===== src/rtl/adc_capture_pkg.sv =====
// -----------------------------------------------------------------------------
// adc_capture_pkg
// Shared definitions for the ADC trigger/capture block:
//   - cap_state_e : capture controller states (IDLE, ACK, CAPTURE, DONE)
//   - DEF_*       : default sample width, channel count and RAM address width
//   - clamp_len() : limits a requested record length to the RAM depth
// -----------------------------------------------------------------------------
package adc_capture_pkg;

   localparam int DEF_DATA_W = 12;
   localparam int DEF_NCH    = 8;
   localparam int DEF_ADDR_W = 14;

   typedef enum logic [1:0] {
      ST_IDLE    = 2'd0,
      ST_ACK     = 2'd1,
      ST_CAPTURE = 2'd2,
      ST_DONE    = 2'd3
   } cap_state_e;

   // Returns min(rec_len, 2^addr_w): a record can never exceed the RAM depth,
   // which also guarantees the write address never wraps.
   function automatic logic [31:0] clamp_len(input logic [31:0] rec_len,
                                             input int          addr_w);
      logic [31:0] max_len;
      max_len = 32'd1 << addr_w;
      return (rec_len > max_len) ? max_len : rec_len;
   endfunction

endpackage


===== src/rtl/edge_detect_rise.sv =====
// -----------------------------------------------------------------------------
// edge_detect_rise
// Registered rising-edge detector for a level trigger input.
//   clk    : system clock
//   rst    : asynchronous active-low reset
//   sig_i  : level input (already synchronous to clk)
//   rise_o : high for the cycle in which sig_i is 1 and its registered
//            previous value is 0
// A level that is already high when reset releases is not reported as an
// edge: detection is armed only after the first clock out of reset has
// loaded the previous-value register.
// -----------------------------------------------------------------------------
module edge_detect_rise (
   input  logic clk,
   input  logic rst,
   input  logic sig_i,
   output logic rise_o
);

   logic prev_q;
   logic armed_q;

   always_ff @(posedge clk or negedge rst) begin
      if (!rst) begin
         prev_q  <= 1'b0;
         armed_q <= 1'b0;
      end else begin
         prev_q  <= sig_i;
         armed_q <= 1'b1;
      end
   end

   assign rise_o = armed_q & sig_i & ~prev_q;

endmodule


===== src/rtl/adc_trig_capture.sv =====
// -----------------------------------------------------------------------------
// adc_trig_capture
// Accepts a receive trigger, returns the acknowledge handshake to the trigger
// stage, then writes a programmed number of ADC sample words into the sample
// RAM and reports completion/status to the host.
//
// Ports:
//   clk          : system clock
//   rst          : asynchronous active-low reset
//   adcTrig      : level trigger from the trigger stage, held until acked
//   adcAckLine   : acknowledge back to the trigger stage
//   recLength    : words to capture, sampled at the trigger (clamped to depth)
//   adcData      : NCH packed samples, channel 0 in the LSBs
//   adcDataValid : adcData valid this cycle
//   clearDone    : host pulse clearing captureDone / trigOverrun
//   memWrEn      : RAM write strobe (registered, 1 cycle after valid)
//   memWrAddr    : RAM write address
//   memWrData    : RAM write data
//   busy         : high in ACK and CAPTURE
//   captureDone  : sticky completion flag, high in DONE
//   trigOverrun  : sticky, trigger edge seen outside IDLE
//   decim        : (CAPTURE_DECIM_EN only) write every (decim+1)-th sample
//
// Build option: define CAPTURE_DECIM_EN to add the decim input and sample
// decimation during capture. Without it every valid sample is written.
// -----------------------------------------------------------------------------
module adc_trig_capture
   import adc_capture_pkg::*;
#(
   parameter int DATA_W = DEF_DATA_W,
   parameter int NCH    = DEF_NCH,
   parameter int ADDR_W = DEF_ADDR_W
) (
   input  logic                  clk,
   input  logic                  rst,
   input  logic                  adcTrig,
   output logic                  adcAckLine,
   input  logic [ADDR_W:0]       recLength,
   input  logic [NCH*DATA_W-1:0] adcData,
   input  logic                  adcDataValid,
   input  logic                  clearDone,
`ifdef CAPTURE_DECIM_EN
   input  logic [3:0]            decim,
`endif
   output logic                  memWrEn,
   output logic [ADDR_W-1:0]     memWrAddr,
   output logic [NCH*DATA_W-1:0] memWrData,
   output logic                  busy,
   output logic                  captureDone,
   output logic                  trigOverrun
);

   cap_state_e            state_q;
   logic                  ack_q;
   logic                  busy_q;
   logic                  done_q;
   logic                  ovr_q;
   logic                  wr_en_q;
   logic [ADDR_W-1:0]     addr_q;
   logic [NCH*DATA_W-1:0] data_q;
   logic [ADDR_W:0]       count_q;
   logic [ADDR_W:0]       len_q;

   logic                  trig_rise;
   logic [ADDR_W:0]       len_clamped;
   logic [ADDR_W:0]       count_inc;
   logic                  take_sample;

   edge_detect_rise u_trig_edge (
      .clk    (clk),
      .rst    (rst),
      .sig_i  (adcTrig),
      .rise_o (trig_rise)
   );

   assign len_clamped = (ADDR_W+1)'(clamp_len(32'(recLength), ADDR_W));
   assign count_inc   = count_q + 1'b1;

`ifdef CAPTURE_DECIM_EN
   logic [3:0] decim_q;
   logic [3:0] phase_q;

   // phase_q counts valid samples modulo (decim+1); only phase 0 is stored,
   // so the first valid sample after entering CAPTURE is always written.
   assign take_sample = adcDataValid && (phase_q == 4'd0);
`else
   assign take_sample = adcDataValid;
`endif

   always_ff @(posedge clk or negedge rst) begin
      if (!rst) begin
         state_q <= ST_IDLE;
         ack_q   <= 1'b0;
         busy_q  <= 1'b0;
         done_q  <= 1'b0;
         ovr_q   <= 1'b0;
         wr_en_q <= 1'b0;
         addr_q  <= '0;
         data_q  <= '0;
         count_q <= '0;
         len_q   <= '0;
`ifdef CAPTURE_DECIM_EN
         decim_q <= '0;
         phase_q <= '0;
`endif
      end else begin
         wr_en_q <= 1'b0;

         // Set beats clear: an edge arriving with clearDone leaves the flag set.
         if (trig_rise && (state_q != ST_IDLE)) begin
            ovr_q <= 1'b1;
         end else if (clearDone) begin
            ovr_q <= 1'b0;
         end

         case (state_q)
            ST_IDLE: begin
               if (trig_rise) begin
                  state_q <= ST_ACK;
                  ack_q   <= 1'b1;
                  busy_q  <= 1'b1;
                  len_q   <= len_clamped;
                  count_q <= '0;
                  addr_q  <= '0;
`ifdef CAPTURE_DECIM_EN
                  decim_q <= decim;
                  phase_q <= '0;
`endif
               end
            end

            ST_ACK: begin
               // Ack stays up as long as the trigger stage holds adcTrig.
               if (!adcTrig) begin
                  ack_q <= 1'b0;
                  if (len_q != '0) begin
                     state_q <= ST_CAPTURE;
                  end else begin
                     state_q <= ST_DONE;
                     busy_q  <= 1'b0;
                     done_q  <= 1'b1;
                  end
               end
            end

            ST_CAPTURE: begin
`ifdef CAPTURE_DECIM_EN
               if (adcDataValid) begin
                  phase_q <= (phase_q == decim_q) ? 4'd0 : phase_q + 4'd1;
               end
`endif
               if (take_sample) begin
                  wr_en_q <= 1'b1;
                  addr_q  <= count_q[ADDR_W-1:0];
                  data_q  <= adcData;
                  count_q <= count_inc;
                  if (count_inc == len_q) begin
                     state_q <= ST_DONE;
                     busy_q  <= 1'b0;
                     done_q  <= 1'b1;
                  end
               end
            end

            ST_DONE: begin
               if (clearDone) begin
                  state_q <= ST_IDLE;
                  done_q  <= 1'b0;
               end
            end

            default: begin
               state_q <= ST_IDLE;
            end
         endcase
      end
   end

   assign adcAckLine  = ack_q;
   assign busy        = busy_q;
   assign captureDone = done_q;
   assign trigOverrun = ovr_q;
   assign memWrEn     = wr_en_q;
   assign memWrAddr   = addr_q;
   assign memWrData   = data_q;

endmodule


===== config.mk =====
export PLATFORM = sky130hd
export DESIGN_NAME = adc_trig_capture
export DESIGN_NICKNAME = d
export VERILOG_FILES = /design/src/rtl/adc_capture_pkg.sv /design/src/rtl/edge_detect_rise.sv /design/src/rtl/adc_trig_capture.sv
export SDC_FILE = /design/constraint.sdc
export NUM_CORES = 1
export LEC_CHECK = 0
export BUFFER_PORTS_ARGS = -buffer_cell sky130_fd_sc_hd__buf_2
export CORE_UTILIZATION = 45
export CTS_CLUSTER_DIAMETER = 60
export DETAILED_ROUTE_END_ITERATION = 10
export PLACE_DENSITY = 0.74
export SKIP_LAST_GASP = 1
export SLEW_MARGIN = 40
export SYNTH_ARGS = -nofsm -noshare
export SYNTH_HDL_FRONTEND = slang
export SYNTH_SLANG_ARGS = --single-unit
export TNS_END_PERCENT = 5

===== constraint.sdc =====
create_clock -name clk -period 7.2 [get_ports clk]
set_input_delay 1.44 -clock clk [delete_from_list [all_inputs] [get_ports clk]]
set_output_delay 1.44 -clock clk [all_outputs]
set_load 0.02 [all_outputs]

After elaboration in Yosys (flattened, before gate mapping)
Cells that the tools add are included.
Operators by class
  add/sub/neg operators: 1
  magnitude comparators: 1
  equal/unequal tests: 10
  mux-type cells: 31
  bitwise gates (word level): 3
  reduce and logical (&&, ||, !) cells: 16
Operators with widths (number)
  $mux 15: 3
  $pmux 15 s2: 1
  $mux 14: 2
  $pmux 14 s2: 1
  $add 15x1->15 const B: 1
  $eq 15x15->1: 1
  $gt 15x15->1 const B: 1
  $mux 1: 15
  $reduce_bool 15->1: 1
  $ne 2x2->1 const B: 6
  $reduce_and 6->1: 2
  $mux 2: 5
  $pmux 2 s4: 1
  $reduce_bool 2->1: 4
  $pmux 1 s3: 2
  $reduce_and 3->1: 2
  $reduce_bool 3->1: 2
  $reduce_and 5->1: 1
  $eq 2x2->1 const B: 2
  $reduce_and 2->1: 2
  $and 1x1->1: 2
  $eq 2x1->1 const B: 1
  $logic_not 2->1: 1
  $pmux 1 s2: 1
  other kinds (2): 2
Word-level totals
  register bits after elaboration: 149
  input bits: 116
  output and inout port bits: 115
  logic and storage cells: 74

Logic depth before layout (Yosys ltp)
  word-level depth: 5
  depth in mapped cells: 10
  depth with buffers taken out: 9

Cells and area by module
From an unflattened synthesis, not the netlist that was laid out.
Second synthesis, totals
  cell total of the unflattened synthesis: 509
  area total of the unflattened synthesis: 6456.2 um^2
By module, submodules not included
  adc_trig_capture: instances 1, cells each 505, area an instance 6393.6 um^2, seq. area each 3678.5 um^2
  edge_detect_rise: instances 1, cells each 4, area an instance 62.6 um^2, seq. area each 50.0 um^2

Worst setup path after synthesis
Ideal clock, no wire load.
  path type: input -> register
  start point: in adcDataValid
  end point: reg data_q[0], in the netlist memWrData[0]
  library setup time: 0.125 ns
  arrival: 2.700 ns
  data required time: 7.075 ns
  setup slack: 4.375 ns
  stages: 5
  path buffers: 2
  cell sequence: nand2_1 inv_2 clkbuf_1 clkbuf_1 mux2_2
On the way
  cells in the longest elaborated chain, start to end: 1
Ends and longest elaborated chain
  from (decl): line adc_trig_capture.sv:40  | input logic adcDataValid,
  $reduce_and 2->1 (no source line)
  to (signal assigned): line adc_trig_capture.sv:155  | data_q <= adcData;
  to (decl): line adc_trig_capture.sv:60  | logic [NCH*DATA_W-1:0] data_q;
No other way between the ends.
A chain may end at the register's enable or synchronous reset.

Final worst setup path
  start point: reg count_q[7]
  end point: reg state_q[1]
On the way
  cells in the longest elaborated chain, start to end: 4
Ends and longest elaborated chain
  from (decl): line adc_trig_capture.sv:61  | logic [ADDR_W:0] count_q;
  from (signal assigned): line adc_trig_capture.sv:156  | count_q <= count_inc;
  $add 15x1->15: line adc_trig_capture.sv:77  | assign count_inc = count_q + 1'b1;
  $eq 15x15->1: line adc_trig_capture.sv:157  | if (count_inc == len_q) begin
  $ne 2x2->1 (no source line)
  $reduce_and 5->1 (no source line)
  to (signal assigned): line adc_trig_capture.sv:92  | state_q <= ST_IDLE;
  to (signal assigned): line adc_trig_capture.sv:158  | state_q <= ST_DONE;
  to (signal assigned): line adc_trig_capture.sv:167  | state_q <= ST_IDLE;
  to (decl): line adc_trig_capture.sv:53  | cap_state_e state_q;
No other way between the ends.

==> flow_metrics.env <==
export IMPL_worst_path_buf_inv=0
export IMPL_grt_first_pass_wirelength_mm=24.0
export IMPL_nNetsFinal=848
export IMPL_grt_max_degree=88
export IMPL_p_leak_nw=3.96
export IMPL_yosys_register_bits=149
export IMPL_dpl_cell_area_mm2=0.00771
export IMPL_yosys_warnings=0
export IMPL_dr_pass1_iters=4
export IMPL_cts_path_max_buffers=2
export IMPL_fmax_mhz=338
export IMPL_worstSetupPathType="register to register"
export IMPL_drt_wl_total_mm=15.5
export IMPL_netlist_area_mm2=0.00640
export IMPL_insertion_delay_ns=0.42
export IMPL_ant_nets=0
export IMPL_first_global_vias=4643
export IMPL_wl_per_cell_um=16.8
export IMPL_synth_edf_count=0
export IMPL_cts_resized=0
export IMPL_ys_seq_area_frac=0.582
export IMPL_yosys_area_share_simple=0.0852
export IMPL_dp_hpwl_mm=11.3
export IMPL_hold_path_class="register to register"
export IMPL_cts_tree="done"
export IMPL_crit_slowest_cell="nor4_1"
export IMPL_rsz0062_at_grt="no"
export IMPL_ios=231
export IMPL_post_cts_setup_buffers=0
export IMPL_endpoint_kind="register"
export IMPL_die_area_mm2=0.0147
export IMPL_utilization=0.595
export IMPL_crit_chain="nand3_1 -> nor4_1 -> xor2_1 -> a221oi_2 -> nand4_1 -> o21ai_2 -> nand2_2 -> mux2_4"
export IMPL_cts_inserted_buffers=17
export IMPL_antenna_found_initial=0
export IMPL_clock_sinks=149
export IMPL_die_w_um=121
export IMPL_synth_top_family_by_area="multiplexers"
export IMPL_postCtsHoldBufs=0
export IMPL_htree_levels=4
export IMPL_portBuffers=230
export IMPL_layout_drive_gt1_share=0.509
export IMPL_nFillCells=1163
export IMPL_worst_pin_slew_ns=0.773
export IMPL_cp_max_fo=12
export IMPL_vias=4858
export IMPL_crit_family="simple AND/OR/NAND/NOR gates"
export IMPL_status="complete, no violations"
export IMPL_start_util=0.461
export IMPL_synth_xor_area_share=0.0219
export IMPL_diodes=0
export IMPL_cp_required_ns=7.50
export IMPL_fin_setup_tns_ns=0
export IMPL_netlist_instances=500
export IMPL_drc=0
export IMPL_postSynthAreaPerCell_um2=12.8
export IMPL_seq_area_mm2=0.00373
export IMPL_cts_root_buffer="clkbuf_16"
export IMPL_rows=43
export IMPL_synth_adder_area_share=0.0117
export IMPL_cellPowerDensity_mw_per_mm2=447
export IMPL_setup_viol_count_final=0
export IMPL_hold_viol=0
export IMPL_syn_nets=622
export IMPL_slew_headroom=0.484
export IMPL_synth_compound_area_share=0.101
export IMPL_cpPeakStageDelay_ns=0.64
export IMPL_fin_skew_ns=0.00777
export IMPL_synthFlopType="dfrtp_1"
export IMPL_async_flop_share=1.00
export IMPL_yosysUniqueCellTypes=57
export IMPL_clk_pin_slew_ns=0.06
export IMPL_avgViaCountPerCell=5.29
export IMPL_grt_overflow_total=0
export IMPL_maxCapViolCount=0
export IMPL_grt_usage=0.216
export IMPL_muxShareOfSynthArea=0.175
export IMPL_die_h_um=121
export IMPL_slew_violations=0
export IMPL_period_share=0.410
export IMPL_critPathLaunchType="register"
export IMPL_drt_iter0_markers=267
export IMPL_stdcell_area_mm2=0.00826
export IMPL_core_mm2=0.0139
export IMPL_arrival_ns=3.26
export IMPL_area_growth_pct=29.0
export IMPL_fin_crit_ns=2.95
export IMPL_vdd_drop_max_mv=0.264
export IMPL_place_congestion=0.873
export IMPL_multiInputGateArea_mm2=0.00253
[cells by family after synthesis]
kind of cell | after synthesis
DFF | 149
muxes | 99
and+or+nand+nor | 99
AOI/OAI and AO/OA | 94
buffers and inverters | 36
xor gates and xnor gates | 16
adders and majority gates | 6
other | 1
[per-stage QoR]
stage          total power [mW]  setup WS [ns]  instances  hold slack (ns)
2_1_floorplan              2.37           4.38        500            0.471
3_3_place_gp               2.83           3.97        887            0.465
3_5_place_dp               2.90           3.92        887            0.483
4_1_cts                    3.72           4.30        919            0.496
5_1_grt                    3.90           4.04        919            0.504
6_report                   3.69           4.25        919            0.485
[final timing paths]
check | startpoint | end | slack, ns | cells past startpoint
worst max-delay path | count_q[7] | state_q[1] | 4.25 | 8
worst min-delay path | memWrAddr[11] | memWrAddr[11] | 0.49 | 2
worst max register to register | count_q[7] | state_q[1] | 4.25 | 8
worst min register to register | memWrAddr[11] | memWrAddr[11] | 0.49 | 2
max in group asynchronous | rst | memWrData[26] | 5.00 | 2
min in group asynchronous | rst | memWrData[13] | 1.02 | 1
[power breakdown]
group          leakage, nW  switching (mW)  internal (mW)
Clock                0.262           0.350          0.454
Sequential            1.85           0.207           1.18
Combinational         1.85           0.863          0.640
Total                 3.96            1.42           2.27
[Yosys cell counts, drive strengths merged, types with 4 or more instances]
library cell	n	area, um2
inv	10	37.5
dfrtp	149	3730
a21oi	14	70.1
clkbuf	20	75.1
o21ai	32	164
buf	6	31.3
mux2	98	1110
nand2	28	108
nand3	9	57.6
nand4	7	50.1
xor2	6	52.6
xnor2	10	87.6
nand2b	9	56.3
ha	6	75.1
o31ai	4	30.0
nor3	6	30.0
nor4	9	68.8
nor2	13	48.8
a22o	24	210
o211ai	4	30.0
[registers in the layout, indices dropped and copies added, names as in the netlist, 2 cells and up]
name and flops:
count_q 15, memWrData 96, state_q 2, memWrAddr 14, len_q 15
[cell type report]
type                            instances  area share
Clock buffer                           20      0.0541
Clock inverter                         12      0.0115
Inverter                               10     0.00470
Multi-Input combinational cell        315       0.307
Sequential cell                       149       0.452
Tap cell                              180      0.0273
Timing Repair Buffer                  233       0.144
[cell usage in the layout (no fill, tap or decap), drive strengths merged, types with 4 or more instances in the layout]
| cell type | netlist | final |
|---|---|---|
| nor2 | 13 | 13 |
| o21ai | 32 | 32 |
| nand2 | 28 | 28 |
| nand4 | 7 | 7 |
| o31ai | 4 | 4 |
| nor4 | 9 | 9 |
| inv | 10 | 13 |
| nand2b | 9 | 9 |
| xor2 | 6 | 6 |
| a22o | 24 | 24 |
| clkinv | 0 | 7 |
| xnor2 | 10 | 10 |
| a21oi | 14 | 14 |
| dfrtp | 149 | 149 |
| mux2 | 98 | 98 |
| nor3 | 6 | 6 |
| o211ai | 4 | 4 |
| clkbuf | 20 | 20 |
| ha | 6 | 6 |
| buf | 6 | 233 |
| nand3 | 9 | 9 |
[worst register-to-register path, stage by stage, from the launching register on]
cell and delay [ns]:
dfrtp_1 0.53, nand3_1 0.32, nor4_1 0.64, xor2_1 0.17
a221oi_2 0.31, nand4_1 0.17, o21ai_2 0.30, nand2_2 0.10
mux2_4 0.30
[routing by layer]
metal,share of wire,GRT usage,vias to the layer above
met5,0,0,-
met3,0.052,0.0517,23
met2,0.51,0.347,156
li1,-,-,2273
met4,0.018,0.0880,0
met1,0.42,0.280,2406
(Power assumes the default switching activity.)
